**config.mk**
```make
export PLATFORM = sky130hd
export DESIGN_NAME = rr_pipe_mux_flat
export DESIGN_NICKNAME = d
export VERILOG_FILES = /design/src/rtl/rr_pipe_mux_pkg.sv /design/src/rtl/rr_pipe_mux_if.sv /design/src/rtl/rr_pipe_mux_arbiter.sv /design/src/rtl/rr_pipe_mux.sv /design/src/flat_wrapper.sv
export SDC_FILE = /design/constraint.sdc
export NUM_CORES = 1
export LEC_CHECK = 0
export ABC_AREA = 1
export BUFFER_PORTS_ARGS = -buffer_cell sky130_fd_sc_hd__buf_2
export CORE_ASPECT_RATIO = 0.9
export CORE_MARGIN = 2
export CORE_UTILIZATION = 49
export DETAILED_ROUTE_END_ITERATION = 12
export PLACE_DENSITY = 0.83
export SLEW_MARGIN = 15
export SYNTH_ARGS = -nofsm -noshare
export SYNTH_HDL_FRONTEND = slang
export SYNTH_HIERARCHICAL = 1
export SYNTH_SLANG_ARGS = --single-unit
```
**constraint.sdc**
```tcl
create_clock -name clk -period 3.1 [get_ports clk]
set_input_delay 0.155 -clock clk [delete_from_list [all_inputs] [get_ports clk]]
set_output_delay 0.155 -clock clk [all_outputs]
set_load 0.02 [all_outputs]
```
**src/rtl/rr_pipe_mux_pkg.sv**
```systemverilog
// -----------------------------------------------------------------------------
// rr_pipe_mux_pkg
// Shared constants and helpers for the rr_pipe_mux block.
//   MODE_FIXED / MODE_RR : values of the mode input
//   wrap_idx()           : modulo wrap of a channel index (n must be >= 1)
// Optional feature macro used by the block: RR_PIPE_MUX_LOCK_EN
// -----------------------------------------------------------------------------
package rr_pipe_mux_pkg;

  localparam logic MODE_FIXED = 1'b0;
  localparam logic MODE_RR    = 1'b1;

  // Wraps an index into 0..n-1. The n <= 1 guard keeps a degenerate channel
  // count from producing a divide-by-zero during elaboration.
  function automatic int wrap_idx(input int idx, input int n);
    if (n <= 1) begin
      return 0;
    end
    return idx % n;
  endfunction

endpackage : rr_pipe_mux_pkg

```
**src/rtl/rr_pipe_mux_if.sv**
```systemverilog
// -----------------------------------------------------------------------------
// rr_pipe_mux_if
// Bundles the producer-side and consumer-side handshake of rr_pipe_mux.
//   mode      : 0 = fixed select via ctrl, 1 = round-robin
//   ctrl      : channel index used in fixed mode
//   in_valid  : per-channel valid            in_data : N*T packed channel data
//   in_ready  : per-channel accept           in_last : packet end (lock build)
//   out_valid : output register holds data   out_data/out_sel : beat and source
//   out_ready : consumer accept
// Modports: slave = the mux itself, master = the environment driving it.
// Optional port in_last exists only when RR_PIPE_MUX_LOCK_EN is defined.
// -----------------------------------------------------------------------------
interface rr_pipe_mux_if #(
  parameter int S = 3,
  parameter int T = 8
);
  localparam int N = 2**S;

  logic           mode;
  logic [S-1:0]   ctrl;
  logic [N-1:0]   in_valid;
  logic [N*T-1:0] in_data;
  logic [N-1:0]   in_ready;
`ifdef RR_PIPE_MUX_LOCK_EN
  logic [N-1:0]   in_last;
`endif
  logic           out_valid;
  logic [T-1:0]   out_data;
  logic [S-1:0]   out_sel;
  logic           out_ready;

  modport slave (
    input  mode, ctrl, in_valid, in_data,
`ifdef RR_PIPE_MUX_LOCK_EN
    input  in_last,
`endif
    input  out_ready,
    output in_ready, out_valid, out_data, out_sel
  );

  modport master (
    output mode, ctrl, in_valid, in_data,
`ifdef RR_PIPE_MUX_LOCK_EN
    output in_last,
`endif
    output out_ready,
    input  in_ready, out_valid, out_data, out_sel
  );

endinterface : rr_pipe_mux_if

```
**src/rtl/rr_pipe_mux_arbiter.sv**
```systemverilog
// -----------------------------------------------------------------------------
// rr_arbiter
// Purely combinational channel selector for rr_pipe_mux.
//   i_mode   : MODE_FIXED selects i_ctrl, MODE_RR scans from i_rr_ptr
//   i_ctrl   : fixed-mode channel index
//   i_rr_ptr : first channel examined in round-robin mode
//   i_valid  : per-channel request
//   o_grant  : one-hot grant (all zero when nothing is granted)
//   o_idx    : encoded index of the granted channel (don't-care if !o_any)
//   o_any    : a grant exists
// -----------------------------------------------------------------------------
module rr_arbiter
  import rr_pipe_mux_pkg::*;
#(
  parameter int S = 3
) (
  input  logic              i_mode,
  input  logic [S-1:0]      i_ctrl,
  input  logic [S-1:0]      i_rr_ptr,
  input  logic [2**S-1:0]   i_valid,
  output logic [2**S-1:0]   o_grant,
  output logic [S-1:0]      o_idx,
  output logic              o_any
);
  localparam int N = 2**S;

  logic [S-1:0] w_rr_idx;
  logic         w_rr_any;
  logic [S-1:0] w_cand;

  // Scan from the farthest offset back towards rr_ptr so that the last hit
  // written is the closest requester at or after the pointer.
  always_comb begin
    w_rr_idx = '0;
    w_rr_any = 1'b0;
    w_cand   = '0;
    for (int k = N - 1; k >= 0; k--) begin
      w_cand = S'(wrap_idx(int'(i_rr_ptr) + k, N));
      if (i_valid[w_cand]) begin
        w_rr_idx = w_cand;
        w_rr_any = 1'b1;
      end
    end
  end

  always_comb begin
    if (i_mode == MODE_RR) begin
      o_idx = w_rr_idx;
      o_any = w_rr_any;
    end else begin
      o_idx = i_ctrl;
      o_any = i_valid[i_ctrl];
    end
  end

  generate
    for (genvar gi = 0; gi < N; gi++) begin : g_onehot
      assign o_grant[gi] = o_any && (o_idx == S'(gi));
    end
  endgenerate

endmodule : rr_arbiter

```
**src/rtl/rr_pipe_mux.sv**
```systemverilog
// -----------------------------------------------------------------------------
// rr_pipe_mux
// 2^S-channel, T-bit valid/ready multiplexer with a single registered output
// entry. The channel is chosen by ctrl (fixed mode) or a round-robin pointer.
//   clk   : clock, all state on the rising edge
//   rst_n : synchronous active-low reset
//   bus   : rr_pipe_mux_if.slave (mode, ctrl, in_*, out_*)
// Optional feature: define RR_PIPE_MUX_LOCK_EN to add in_last and packet
// locking (grant sticks to a channel until its last beat transfers, and the
// round-robin pointer only advances on last beats).
// -----------------------------------------------------------------------------
module rr_pipe_mux
  import rr_pipe_mux_pkg::*;
#(
  parameter int S = 3,
  parameter int T = 8
) (
  input  logic         clk,
  input  logic         rst_n,
  rr_pipe_mux_if.slave bus
);
  localparam int N = 2**S;

  // Unpacked view of the channel bus so the data select is a plain index.
  logic [T-1:0] w_ch_data [N];

  generate
    for (genvar gi = 0; gi < N; gi++) begin : g_unpack
      assign w_ch_data[gi] = bus.in_data[gi*T +: T];
    end
  endgenerate

  logic         r_out_valid;
  logic [T-1:0] r_out_data;
  logic [S-1:0] r_out_sel;
  logic [S-1:0] r_rr_ptr;

  logic         w_arb_mode;
  logic [S-1:0] w_arb_ctrl;
  logic [N-1:0] w_grant;
  logic [S-1:0] w_idx;
  logic         w_any;
  logic         w_free;
  logic         w_xfer;
  logic         w_last;
  logic [S-1:0] w_ptr_next;

`ifdef RR_PIPE_MUX_LOCK_EN
  logic         r_locked;
  logic [S-1:0] r_lock_idx;

  // A locked packet is served exactly like a fixed-mode select on the
  // owning channel, which keeps the arbiter itself lock-agnostic.
  assign w_arb_mode = r_locked ? MODE_FIXED : bus.mode;
  assign w_arb_ctrl = r_locked ? r_lock_idx : bus.ctrl;
  assign w_last     = bus.in_last[w_idx];
`else
  assign w_arb_mode = bus.mode;
  assign w_arb_ctrl = bus.ctrl;
  assign w_last     = 1'b1;
`endif

  rr_arbiter #(
    .S (S)
  ) u_arbiter (
    .i_mode   (w_arb_mode),
    .i_ctrl   (w_arb_ctrl),
    .i_rr_ptr (r_rr_ptr),
    .i_valid  (bus.in_valid),
    .o_grant  (w_grant),
    .o_idx    (w_idx),
    .o_any    (w_any)
  );

  // The single output entry can take a new beat when empty or when it is
  // being drained in this same cycle.
  assign w_free     = ~r_out_valid | bus.out_ready;
  assign w_xfer     = w_any & w_free;
  assign w_ptr_next = S'(wrap_idx(int'(w_idx) + 1, N));

  assign bus.in_ready  = w_grant & {N{w_free}};
  assign bus.out_valid = r_out_valid;
  assign bus.out_data  = r_out_data;
  assign bus.out_sel   = r_out_sel;

  // Output register: load on transfer, otherwise clear valid on drain while
  // data and sel hold their last values.
  always_ff @(posedge clk) begin
    if (!rst_n) begin
      r_out_valid <= 1'b0;
      r_out_data  <= '0;
      r_out_sel   <= '0;
    end else if (w_xfer) begin
      r_out_valid <= 1'b1;
      r_out_data  <= w_ch_data[w_idx];
      r_out_sel   <= w_idx;
    end else if (bus.out_ready) begin
      r_out_valid <= 1'b0;
    end
  end

  // Round-robin pointer moves past the channel that just completed a
  // transfer (a whole packet in the lock build), in either mode.
  always_ff @(posedge clk) begin
    if (!rst_n) begin
      r_rr_ptr <= '0;
    end else if (w_xfer && w_last) begin
      r_rr_ptr <= w_ptr_next;
    end
  end

`ifdef RR_PIPE_MUX_LOCK_EN
  always_ff @(posedge clk) begin
    if (!rst_n) begin
      r_locked   <= 1'b0;
      r_lock_idx <= '0;
    end else if (w_xfer) begin
      r_locked   <= ~w_last;
      r_lock_idx <= w_idx;
    end
  end
`endif

endmodule : rr_pipe_mux

```
**src/flat_wrapper.sv**
```systemverilog
// flat-port wrapper written by rule: the top's interface ports become plain ports
module rr_pipe_mux_flat import rr_pipe_mux_pkg::*;
#(
  parameter int S = 3,
  parameter int T = 8
)
  (clk, rst_n, bus_mode, bus_ctrl, bus_in_valid, bus_in_data, bus_out_ready, bus_in_ready, bus_out_valid, bus_out_data, bus_out_sel);
  rr_pipe_mux_if #(.S(S), .T(T)) bus_i ();
  input  logic clk;
  input  logic rst_n;
  input wire logic [$bits(bus_i.mode)-1:0] bus_mode;
  input wire logic [$bits(bus_i.ctrl)-1:0] bus_ctrl;
  input wire logic [$bits(bus_i.in_valid)-1:0] bus_in_valid;
  input wire logic [$bits(bus_i.in_data)-1:0] bus_in_data;
  input wire logic [$bits(bus_i.out_ready)-1:0] bus_out_ready;
  output wire logic [$bits(bus_i.in_ready)-1:0] bus_in_ready;
  output wire logic [$bits(bus_i.out_valid)-1:0] bus_out_valid;
  output wire logic [$bits(bus_i.out_data)-1:0] bus_out_data;
  output wire logic [$bits(bus_i.out_sel)-1:0] bus_out_sel;
  assign bus_i.mode = bus_mode;
  assign bus_i.ctrl = bus_ctrl;
  assign bus_i.in_valid = bus_in_valid;
  assign bus_i.in_data = bus_in_data;
  assign bus_i.out_ready = bus_out_ready;
  assign bus_in_ready = bus_i.in_ready;
  assign bus_out_valid = bus_i.out_valid;
  assign bus_out_data = bus_i.out_data;
  assign bus_out_sel = bus_i.out_sel;
  rr_pipe_mux #(.S(S), .T(T)) u_core (.clk(clk), .rst_n(rst_n), .bus(bus_i));
endmodule
```
==> results of run 1 <==
## metrics by stage
| stage | total power [W] | cell area (µm²) | util (%) | std cells |
|---|---|---|---|---|
| 3_5_place_dp | 0.00164 | 2720 | 61.4 | 582 |
| 3_3_place_gp | 0.00166 | 2720 | 61.4 | 582 |
| 2_1_floorplan | 0.00137 | 2230 | - | 432 |
| 6_report | 0.00191 | 2850 | 64.4 | 594 |
| 5_1_grt | 0.00210 | 2850 | 64.4 | 594 |
| 4_1_cts | 0.00181 | 2770 | 62.5 | 586 |
## logic make-up (layout without fill, tap and decap cells)
family,Yosys count,count (layout),share of synthesized area (%)
DFF,15,15,13.4
AOI/OAI and AO/OA,24,24,6.83
and+or+nand+nor,296,296,58.3
buffers and inverters,94,194,19.8
adders and majority gates,3,3,1.68
## cells in the final DEF, fill, tap and decap left out, types with 3 or more instances in the layout
| cell type | netlist | routed |
|---|---|---|
| sky130_fd_sc_hd__nand2_2 | 9 | 11 |
| sky130_fd_sc_hd__nor2_1 | 24 | 24 |
| sky130_fd_sc_hd__buf_2 | 3 | 97 |
| sky130_fd_sc_hd__dfxtp_1 | 15 | 13 |
| sky130_fd_sc_hd__inv_1 | 70 | 69 |
| sky130_fd_sc_hd__nand2_1 | 168 | 166 |
| sky130_fd_sc_hd__nor2_4 | 3 | 3 |
| sky130_fd_sc_hd__inv_2 | 4 | 6 |
| sky130_fd_sc_hd__a21oi_1 | 13 | 13 |
| sky130_fd_sc_hd__o21ai_0 | 5 | 5 |
| sky130_fd_sc_hd__nand3_2 | 4 | 4 |
| sky130_fd_sc_hd__nand3_1 | 83 | 83 |
| sky130_fd_sc_hd__clkbuf_8 | 0 | 3 |
| sky130_fd_sc_hd__buf_4 | 4 | 12 |
## cell usage after synthesis (3+ instances only)
library cell	instances	area share, %
sky130_fd_sc_hd__nor2_4	3	1.5
sky130_fd_sc_hd__ha_1	3	1.7
sky130_fd_sc_hd__inv_2	4	0.67
sky130_fd_sc_hd__buf_4	4	1.3
sky130_fd_sc_hd__dfxtp_1	15	13
sky130_fd_sc_hd__nor2_1	24	4.0
sky130_fd_sc_hd__buf_2	3	0.67
sky130_fd_sc_hd__inv_1	70	12
sky130_fd_sc_hd__nand3_2	4	1.8
sky130_fd_sc_hd__o21ai_0	5	1.1
sky130_fd_sc_hd__nand2_2	9	2.5
sky130_fd_sc_hd__nand3_1	83	19
sky130_fd_sc_hd__a21oi_1	13	2.9
sky130_fd_sc_hd__nand2_1	168	28
sky130_fd_sc_hd__buf_6	7	3.5
## sequential cells by signal, indices dropped and copies added (netlist names)
| register | cells |
|---|---|
| u_core/bus.out_sel | 3 |
| u_core/r_rr_ptr | 3 |
| u_core/bus.out_valid | 1 |
| u_core/bus.out_data | 8 |
## layer usage
layer | up-vias | global-route usage [%] | wire (µm)
li1 | 1528 | - | -
met1 | 1277 | 41.9 | 3380
met2 | 134 | 40.7 | 3040
met3 | 8 | 4.27 | 613
met4 | 0 | 3.29 | 27
met5 | - | 0 | 0
## area by class of cell
cell class	count	area share [%]
tap	62	2.72
multi-input combinational	323	52.9
inverter	80	11.1
clock buffer	3	1.45
sequential	15	10.6
timing repair buffer	110	20.9
clock inverter	1	0.263
## final timing paths
kind	endpoint	slack [ps]	depth (start not counted)
setup / recovery	bus_in_ready[5]	290	21
setup reg to reg	u_core/bus.out_data[5]	300	23
hold / removal	u_core/bus.out_data[3]	250	3
hold reg to reg	u_core/bus.out_sel[0]	530	2
## what timing repair did
item | 4_1_cts | 5_1_grt
setup buffers | 0 | 8
gates resized for setup | 0 | 9
setup endpoints to repair | 0 | 17
## report_power, final
part / leakage [nW] / switching [W] / internal, W
Combinational: 1.62 / 0.000948 / 0.000522
Sequential: 0.125 / 0.0000331 / 0.000240
Clock: 0.0217 / 0.0000774 / 0.0000904
Total: 1.76 / 0.00106 / 0.000852
## worst reg2reg max path, stage by stage (launching register included)
cell	delay, ps
sky130_fd_sc_hd__dfxtp_2	390
sky130_fd_sc_hd__inv_8	60
sky130_fd_sc_hd__ha_4	260
sky130_fd_sc_hd__inv_2	130
sky130_fd_sc_hd__nand3_1	170
sky130_fd_sc_hd__nand3_2	140
sky130_fd_sc_hd__nand2_2	80
sky130_fd_sc_hd__nor2_2	100
sky130_fd_sc_hd__a21oi_1	70
sky130_fd_sc_hd__nand2_1	60
sky130_fd_sc_hd__nand2_1	40
sky130_fd_sc_hd__nand2_1	50
sky130_fd_sc_hd__nand2_1	70
sky130_fd_sc_hd__nor2_2	150
sky130_fd_sc_hd__nor2_4	70
sky130_fd_sc_hd__buf_4	150
sky130_fd_sc_hd__inv_4	230
sky130_fd_sc_hd__nand2_1	110
sky130_fd_sc_hd__nand3_1	80
sky130_fd_sc_hd__nand2_1	60
sky130_fd_sc_hd__nand2_1	50
sky130_fd_sc_hd__nand3_1	60
sky130_fd_sc_hd__nand2_1	60
sky130_fd_sc_hd__inv_1	50
==> reports/qor.txt, run 1 <==
I/O pin count = 99
total buffers and inverters traversed by the critical path = 4
max-cap viol count = 0
cell mode on critical path = sky130_fd_sc_hd__nand2_1
crit-path cells = clkinv_4 > ha_4 > inv_2 > nand3_1 > nand3_1 > nand2_1 > nand2_1 > nand2_1 > nand2_1 > nand2_1 > nand2_1 > nand2_1 > nand2_1 > nand2_1 > nand2_1 > nand2_2 > nand2_1 > nor2_1 > inv_1 > nor2_1 > buf_2
synthesis-stage register bit count = 15
beginning of the worst hold path = rst_n
Std-Cell Rows = 23
outcome = completed
setup_tns = 0 ps
Total Routing Usage GR = 27.2%
hold-fix buffer count after cts = 0
wire length per cell = 11.9 µm
type of the worst setup path = reg -> out
DRC violation count after routing = 0
number of cells produced by synthesis = 432
number of H-tree levels = 1
Slew @ Worst Pin = 302 ps
number of distinct library cell variants in the gate-level netlist after synthesis = 26
number of nets in the finished design = 615
number of DRC violations after detailed-routing iteration 0 = 334
worst-case setup margin in the final layout = 291 ps
antenna diode instance count = 0
slowest CP cell = sky130_fd_sc_hd__dfxtp_2
clock tree sinks = 15
maximum clock rate = 356 MHz
start of the worst register-to-register path = u_core/r_rr_ptr[0]
overall via count from detail_route = 2947
Layout Area Growth over Synthesis = 27.7%
die width = 75.2 µm
Placer Congestion = 0.989
normalized max-slew margin = 79.8%
largest fanout on the critical path = 8
Syn Std Cell Area = 2230 µm²
Clock transition at path regs = 70 ps
core area = 4430 µm²
leakage power = 1.76 nW
via count of the first global-routing pass = 2437
Period minus WS final = 2810 ps
worst vdd rail ir drop = 0.000401 V
Post-Route Skew = 5.70 ps
number of antenna violations at the first check in global routing = 0
clock root buffer master = sky130_fd_sc_hd__clkbuf_8
sort of element at the start of the critical path = flop
die outline area = 5120 µm²
DIE HEIGHT = 68.1 µm
largest net degree at the start of global routing = 33
number of I/O port buffers = 98
share of final-layout standard cells stronger than drive strength 1 = 28.2%
Setup Slack @ Placement = 250 ps
Worst EP arrival = 2650 ps
post-DR vias/cell = 4.96
Filler cells = 452
CTS tree = done
share of the clock period used by the worst path = 90.6%
count of TritonRoute iterations in the first routing pass = 5
routed wire length = 7060 µm
Worst path top cell family by delay = simple AND/OR/NAND/NOR gates
remaining number of nets flagged by the antenna check after routing = 0
class of the worst hold path = in -> reg
WP data required = 2940 ps
Clock Tree Buf Depth = 2
number of enable-type register cells in the synthesized netlist = 0
per-instance average area after synthesis = 5.17 µm²
hold violation total from the final report = 0
number of buffers inserted during clock tree synthesis = 3
unrepaired setup endpoints after global routing = false
Primary FF master, synth = sky130_fd_sc_hd__dfxtp_1
Crit. End Element = output pin
critical path's largest stage delay = 360 ps
starting density of the core = 50.4%
share of flip-flops with an asynchronous set or reset = 0%
sum of overflow across all layers after global routing = 0
synthesized netlist net count = 514
Synth warnings = 6
area of combinational cells with multiple inputs = 1510 µm²
max-slew violation total from the final report = 0
worst slack on hold paths = 245 ps
sequential cell area fraction in the yosys report = 13.4%
register area = 303 µm²
cell area power density = 670 nW/µm²
wire length of the first global-routing pass = 11000 µm
HPWL after detailed placement = 5590 µm
Clock Latency Late Sink = 250 ps
final count of negative-setup-slack endpoints = 0
critical path launch point = u_core/r_rr_ptr[1]
Note: power is estimated with default switching activity, not from simulation.
==> inputs of run 2 (changes only) <==
--- a/config.mk
+++ b/config.mk
@@ -8,7 +8,7 @@
 export ABC_AREA = 1
 export BUFFER_PORTS_ARGS = -buffer_cell sky130_fd_sc_hd__buf_2
 export CORE_ASPECT_RATIO = 0.9
-export CORE_MARGIN = 2
+export CORE_MARGIN = 5
 export CORE_UTILIZATION = 49
 export DETAILED_ROUTE_END_ITERATION = 12
 export PLACE_DENSITY = 0.83
==> reports/qor.txt, run 2 (synthesis results as in run 1) <==
outcome = completed
critical path's largest stage delay = 380 ps
unrepaired setup endpoints after global routing = true
number of nets in the finished design = 609
clock root buffer master = sky130_fd_sc_hd__clkbuf_8
number of antenna violations at the first check in global routing = 0
Worst path top cell family by delay = simple AND/OR/NAND/NOR gates
Crit. End Element = output pin
worst vdd rail ir drop = 0.000473 V
WP data required = 2940 ps
Layout Area Growth over Synthesis = 25.3%
I/O pin count = 99
number of buffers inserted during clock tree synthesis = 3
max-cap viol count = 0
reg2reg end = u_core/bus.out_data[2]
number of DRC violations after detailed-routing iteration 0 = 303
cell area power density = 662 nW/µm²
share of the clock period used by the worst path = 93.1%
GR met2 Demand/Resource = 37.4%
commonest non-fill, non-tap cell in the layout = sky130_fd_sc_hd__nand2_1
final count of negative-setup-slack endpoints = 0
core area = 4430 µm²
via count of the first global-routing pass = 2546
wire length of the first global-routing pass = 11200 µm
Placer Congestion = 1.08
clock tree sinks = 15
Period minus WS final = 2890 ps
cell mode on critical path = sky130_fd_sc_hd__nand2_1
leakage power = 1.74 nW
die outline area = 6010 µm²
remaining number of nets flagged by the antenna check after routing = 0
largest net degree at the start of global routing = 33
met3 GRT Util = 4.60%
start of the worst register-to-register path = u_core/r_rr_ptr[1]
sum of overflow across all layers after global routing = 0
top library cells by usage in the layout, fill and taps aside = sky130_fd_sc_hd__nand2_1, sky130_fd_sc_hd__buf_2, sky130_fd_sc_hd__nand3_1
maximum clock rate = 347 MHz
share of final-layout standard cells stronger than drive strength 1 = 27.0%
worst slack on hold paths = 240 ps
worst-case reg-to-reg path depth = 21
class of the worst hold path = in -> reg
worst setup path endpoint = bus_in_ready[7]
critical path launch point = u_core/r_rr_ptr[0]
Clock Tree Buf Depth = 2
instance count on the critical path = 18
flop2flop setup slack = 310 ps
die width = 81.2 µm
hold-fix buffer count after cts = 0
hold violation total from the final report = 0
met1 usage = 33.0%
Slew @ Worst Pin = 318 ps
number of H-tree levels = 1
sort of element at the start of the critical path = flop
CTS tree = done
DRC violation count after routing = 0
Largest register FFs = 8
crit-path cells = inv_8 > ha_4 > inv_1 > nand3_2 > nand3_2 > nand3_1 > nand2_1 > nand2_1 > nand2_1 > nand2_2 > a21oi_4 > nor2_2 > nor2_4 > nand2_1 > nor2_1 > inv_1 > nor2_1 > buf_2
post-DR vias/cell = 5.04
most used routing layer = met2
slowest CP cell = sky130_fd_sc_hd__dfxtp_2
antenna diode instance count = 0
DIE HEIGHT = 74.1 µm
starting density of the core = 50.4%
total buffers and inverters traversed by the critical path = 4
HPWL after detailed placement = 5680 µm
Std-Cell Rows = 23
Clock Latency Late Sink = 250 ps
Worst EP arrival = 2730 ps
count of TritonRoute iterations in the first routing pass = 5
normalized max-slew margin = 78.8%
wire length per cell = 11.9 µm
Post-Route Skew = 3.91 ps
Total Routing Usage GR = 23.2%
overall via count from detail_route = 2965
largest fanout on the critical path = 10
setup_tns = 0 ps
routed wire length = 7030 µm
type of the worst setup path = reg -> out
Clock transition at path regs = 60 ps
max-slew violation total from the final report = 0
number of I/O port buffers = 98
[run 2: changes by cell type in the layout (fill, tap and decap cells not counted), sizes merged]
cell,previous run,this run
clkbuf,3,4
inv,78,77
clkinv,2,3
buf,110,104
clkinvlp,1,0
[run 2: worst register-to-register path: cells and delay by family, from the launching register on]
family                   cells  cell delay [ps]
buffers and inverters        5              620
flip-flops                   1              350
AO/OA/AOI/OAI                1              190
AND/OR/NAND/NOR             14             1230
adder cells (fa/ha/maj)      1              310
[run 2: per-stage QoR]
stage / setup WS (ps) / power (W) / util, % / cell area (µm²) / cells
after CTS: 15.4 / 0.00179 / 62.1 / 2750 / 586
final: 215 / 0.00185 / 63.2 / 2800 / 588
after detailed placement: 81.8 / 0.00162 / 61.1 / 2710 / 582
after floorplan: 453 / 0.00137 / - / 2230 / 432
after global placement: 211 / 0.00161 / 61.1 / 2710 / 582
after global routing: -2.72 / 0.00205 / 63.2 / 2800 / 588
[run 2: routing by layer]
layer	part of all wire [%]	wire length (µm)
met5	0	0
met4	0.81	57
met3	9.4	663
met2	47	3300
met1	43	3010
[run 2: layout make-up]
cell class                      count  area (µm²)
Inverter                           80         318
Timing Repair Buffer              104         539
Multi-Input combinational cell    323        1520
Sequential cell                    15         303
Fill cell                         460        1630
Tap cell                           62        77.6
Clock buffer                        4        45.0
[run 2: worst min-delay path by stage]
stage                                startpoint  slack [ps]                      to  cells past startpoint
final                                     rst_n         240  u_core/bus.out_data[2]                      3
after global routing                      rst_n         250  u_core/bus.out_data[6]                      3
after CTS                                 rst_n         240  u_core/bus.out_data[2]                      3
after detailed placement                  rst_n         500  u_core/bus.out_data[2]                      3
after global placement    u_core/bus.out_sel[2]         500   u_core/bus.out_sel[2]                      2
after floorplan                           rst_n         290   u_core/bus.out_sel[2]                      2
[run 2: timing repair]
| action | 4_1_cts | 5_1_grt |
|---|---|---|
| setup buffers | 0 | 2 |
| gates resized for setup | 0 | 9 |
| endpoints found under the setup margin | 0 | 17 |
[run 2: power breakdown]
part | internal (W) | switching, W | leakage, nW | total, W
Clock | 0.0000911 | 0.0000711 | 0.0228 | 0.000162
Sequential | 0.000240 | 0.0000332 | 0.125 | 0.000273
Combinational | 0.000486 | 0.000932 | 1.59 | 0.00142
